[config.mk]
export PLATFORM = sky130hd
export DESIGN_NAME = alu_issue_ctrl
export DESIGN_NICKNAME = d
export VERILOG_FILES = /design/src/rtl/alu_issue_ctrl.sv
export SDC_FILE = /design/constraint.sdc
export NUM_CORES = 1
export LEC_CHECK = 0
export CORE_MARGIN = 2
export CORE_UTILIZATION = 35
export CTS_CLUSTER_DIAMETER = 40
export DETAILED_ROUTE_END_ITERATION = 16
export GPL_ROUTABILITY_DRIVEN = 1
export MAX_ROUTING_LAYER = met4
export SYNTH_ARGS = -nofsm -noshare
export SYNTH_HDL_FRONTEND = slang
export SYNTH_SLANG_ARGS = --single-unit
[constraint.sdc]
create_clock -name clk -period 2.7 [get_ports clk]
set_input_delay 0.27 -clock clk [delete_from_list [all_inputs] [get_ports clk]]
set_output_delay 0.27 -clock clk [all_outputs]
set_load 0.005 [all_outputs]
[src/rtl/alu_issue_ctrl.sv]
// alu_issue_ctrl
// Sequential issue controller for the stateless 16-bit combinational ALU.
// It accepts one encoded instruction at a time and reads both operands from
// an internal 8-entry register file. It drives the ALU from registered
// outputs, then captures the ALU result and flags one cycle later. The
// result is written back to the register file and reported on a pulsed
// result port.
//
// Instruction word: [15:13] opc, [12:10] rd, [9:7] rs1, [6:4] rs2, [3] cin,
//                   [2:0] reserved (ignored).
//
// Ports:
//   clk, rst                      rising-edge clock, synchronous active-high reset
//   instr_valid / instr_ready     instruction handshake (accept = both high at an edge)
//   instr                         encoded instruction
//   ld_en / ld_addr / ld_data     direct register-file write port (any state)
//   alu_inA / alu_inB / alu_inC   registered operands and carry to the ALU
//   alu_opc                       registered opcode to the ALU
//   alu_outW / alu_zer / alu_neg  ALU result and flags
//   res_valid                     one-cycle pulse, result fields valid
//   res_data / res_rd             captured result and its destination register
//   flag_z / flag_n               sticky flags from the last completed op
module alu_issue_ctrl #(
  parameter int NREG = 8,
  parameter int W    = 16
) (
  input  logic         clk,
  input  logic         rst,
  input  logic         instr_valid,
  output logic         instr_ready,
  input  logic [15:0]  instr,
  input  logic         ld_en,
  input  logic [2:0]   ld_addr,
  input  logic [W-1:0] ld_data,
  output logic [W-1:0] alu_inA,
  output logic [W-1:0] alu_inB,
  output logic         alu_inC,
  output logic [2:0]   alu_opc,
  input  logic [W-1:0] alu_outW,
  input  logic         alu_zer,
  input  logic         alu_neg,
  output logic         res_valid,
  output logic [W-1:0] res_data,
  output logic [2:0]   res_rd,
  output logic         flag_z,
  output logic         flag_n
);

  typedef enum logic [1:0] {
    IDLE = 2'd0,
    EXEC = 2'd1,
    DONE = 2'd2
  } state_t;

  state_t       state_r;
  logic [W-1:0] regs_r [NREG];
  logic [2:0]   rd_r;

  // Instruction field decode
  logic [2:0] opc_s;
  logic [2:0] rd_s;
  logic [2:0] rs1_s;
  logic [2:0] rs2_s;
  logic       cin_s;
  logic       unused_rsv_s;

  assign opc_s = instr[15:13];
  assign rd_s  = instr[12:10];
  assign rs1_s = instr[9:7];
  assign rs2_s = instr[6:4];
  assign cin_s = instr[3];
  // Reserved bits carry no meaning; folded here only so they are consumed.
  assign unused_rsv_s = ^instr[2:0];

  // Ready only in IDLE and never while reset is being applied, so the first
  // accept can happen in the cycle right after reset drops.
  assign instr_ready = (state_r == IDLE) && !rst;

  // Issue FSM, register file, ALU-driving registers and result capture
  always_ff @(posedge clk) begin
    if (rst) begin
      state_r   <= IDLE;
      for (int i = 0; i < NREG; i++) begin
        regs_r[i] <= {W{1'b0}};
      end
      rd_r      <= 3'd0;
      alu_inA   <= {W{1'b0}};
      alu_inB   <= {W{1'b0}};
      alu_inC   <= 1'b0;
      alu_opc   <= 3'd0;
      res_valid <= 1'b0;
      res_data  <= {W{1'b0}};
      res_rd    <= 3'd0;
      flag_z    <= 1'b0;
      flag_n    <= 1'b0;
    end else begin
      // Direct load first; an ALU writeback later in this block to the same
      // entry overrides it, which gives the writeback priority.
      if (ld_en) begin
        regs_r[ld_addr] <= ld_data;
      end
      case (state_r)
        IDLE: begin
          res_valid <= 1'b0;
          if (instr_valid) begin
            // Operands come from pre-edge contents, so a same-edge load to
            // rs1/rs2 is not visible to this instruction.
            alu_inA <= regs_r[rs1_s];
            alu_inB <= regs_r[rs2_s];
            alu_inC <= cin_s;
            alu_opc <= opc_s;
            rd_r    <= rd_s;
            state_r <= EXEC;
          end else begin
            state_r <= IDLE;
          end
        end
        EXEC: begin
          res_data     <= alu_outW;
          res_rd       <= rd_r;
          flag_z       <= alu_zer;
          flag_n       <= alu_neg;
          regs_r[rd_r] <= alu_outW;
          res_valid    <= 1'b1;
          state_r      <= DONE;
        end
        DONE: begin
          res_valid <= 1'b0;
          state_r   <= IDLE;
        end
        default: begin
          res_valid <= 1'b0;
          state_r   <= IDLE;
        end
      endcase
    end
  end

endmodule

==> run metrics <==
run status=completed; RSZ-0062 raised after global routing=false; sequential area share after synthesis=0.507; Slew HR=0.392; CTS resizes=0; global-route wire length before repair=46,000 um; top cells by area, synth=edfxtp_1 (38%), mux2i_1 (13%), dfxtp_1 (13%); CP max FO=16; R2R cell count=4; die width=174 um; Finish-stage setup viols=0; non-filler instance count after layout=1,569; syn avg cell area=9.07 um^2; Detailed Routing Iterations Pass 1=8; Setup crit start kind=flip-flop; fill count=2,747; Yosys top cell area share=0.382; CTS H-tree depth=4; routed wl met2=12,600 um; Area Growth Syn to Fin=20.1%; die area=0.0301 mm^2; RR Startpoint=state_r[0]$_SDFF_PP0_; Worst Setup EP=regs_r[0][7]$_DFFE_PP_; Netlist cell types=27; worst hold path class=in -> reg; Synth Flop Type=edfxtp_1; Setup Fix Bufs, Post-CTS=0; Inserted Clock Buffers=17; CTS tree=done; Slew Limit Fails=0; final worst path period need=2070 ps; number of enable flip-flop cells after synthesis=128; NumNets Final=1,229; Via density=5.22; Core Util, Final=0.424; Post-synth top cells=nand2_1 (315), edfxtp_1 (128), mux2i_1 (128); Max Cap Violations=0; R2R Setup Slk=630 ps; Max Clk Rate=0.482 GHz; setup TNS=0 ps; number of antenna diodes=0; met3 WL=2390 um; crit path capture type=flip-flop; M1 WL=14,300 um; Hold-fix buffers, CTS=0; Starting Density=0.353; layout cell share with drive strength beyond 1=0.0768; Syn Nets=1,167; Total GRT Usage=0.203; Setup Skew=10.4 ps; area of the mapped netlist=0.0101 mm^2; most common cell in the netlist=nand2_1; critical path class=reg -> reg; RR Endpoint=regs_r[0][7]$_DFFE_PP_; drt wl/cell=18.8 um; row count=62; vias in the first global route=7,682; later-pin clock latency in the skew report=440 ps; Starting DRT DRC Count=896; Pwr per Cell Area=550 mW/mm^2; Core Footprint=0.0285 mm^2; die height=174 um; DRT Wirelength=29,500 um; Synth Register Bits=191; final instance area=0.0121 mm^2; largest net degree at the start of global routing=41; area leader, netlist=edfxtp_1; Top-Level Pins=116; CP startpoint=state_r[0]$_SDFF_PP0_; period utilisation layout=0.768; initial antenna violation count=0; Worst-path clk slew=70 ps; DR vias=8,184; placed instance area=0.0115 mm^2; Syn Inst Count=1,110; Leak Pwr=0.00433 uW; DR top layer=met4; Final ANT Viol Nets=0; number of I/O port buffers=112; clock buffer depth=2; asr flop ratio synth=0; GP Congestion=0.854; grt ovf=0; CP arrival=2200 ps; Worst-Margin Slew=912 ps; Worst EP required=2820 ps; clock sinks=191; Fin. Hold Viols=0; Post-Place Cells=1,537; IR drop worst, VDD=289 uV; dpl hpwl=21,900 um; Root Driver=clkbuf_16; Synth Warn #=0; Residual DRC=0
[through the flow]
stage               total power [uW]  setup slack (ps)  hold WS (ps)
floorplan                       3920               779           392
finish                          6640               625           208
detailed placement              4360               397           447
global route                    6890               496           219
global placement                4340               388           441
CTS                             6690               630           189
[power by group]
| part | switching, uW | internal (uW) | leakage [uW] |
|---|---|---|---|
| combinational | 521 | 402 | 0.00220 |
| sequential | 94.4 | 3280 | 0.00187 |
| clock | 1150 | 1200 | 0.000264 |
[per-layer routing]
metal	vias up	track usage
li1	4000	-
met1	3835	0.295
met2	330	0.291
met3	19	0.0428
met4	0	0.0438
met5	-	-
[critical path, cell delays in order, from the launching register on]
cell     delay (ps)
dfxtp_1         410
or4b_4          560
nor3_4          390
or3_1           170
buf_4           230
[flip-flops by register name, indices dropped and copies added (netlist names)]
| name | count |
|---|---|
| flag_n | 1 |
| res_rd | 3 |
| res_valid | 1 |
| flag_z | 1 |
| alu_opc | 3 |
| alu_inB | 16 |
| rd_r | 3 |
| alu_inA | 16 |
| state_r | 2 |
| regs_r | 128 |
| alu_inC | 1 |
| res_data | 16 |
[worst min path at each step]
| stage | start | endpoint | slack (ps) | depth (start not counted) |
|---|---|---|---|---|
| finish | rst | flag_z$_SDFFE_PP0N_ | 210 | 2 |
| CTS | rst | res_data[15]$_SDFFE_PP0N_ | 190 | 2 |
| detailed placement | alu_opc[2]$_SDFFE_PP0P_ | alu_opc[2]$_SDFFE_PP0P_ | 450 | 2 |
| global placement | alu_opc[2]$_SDFFE_PP0P_ | alu_opc[2]$_SDFFE_PP0P_ | 440 | 2 |
| floorplan | instr_valid | state_r[0]$_SDFF_PP0_ | 390 | 1 |
| global route | rst | flag_z$_SDFFE_PP0N_ | 220 | 2 |
[cells by family after synthesis]
group,synth area share
AO/OA/AOI/OAI,0.141
multiplexers,0.127
buffers and inverters,0.0471
flip-flops,0.507
AND/OR/NAND/NOR,0.177
[area by class of cell]
cell class / instances / area (um^2) / share of cell area
clock buffers: 18 / 429 / 0.0355
clock inverters: 14 / 109 / 0.00901
multi-input cells: 807 / 4500 / 0.373
flip-flops and latches: 191 / 5100 / 0.422
well taps: 384 / 480 / 0.0398
repair buffers: 155 / 1460 / 0.121
[cells in the final DEF (no fill, tap or decap), types with 28 or more instances in the layout]
cell and instances:
buf_4 43, a22oi_1 64, nor3_1 33, clkdlybuf4s50_1 109
dfxtp_1 63, o21ai_0 100, nor2_1 39, mux2i_1 128
nand2_1 315, edfxtp_1 128, a21oi_1 60, o21ai_1 28
Power figures use the tool's default switching activity.
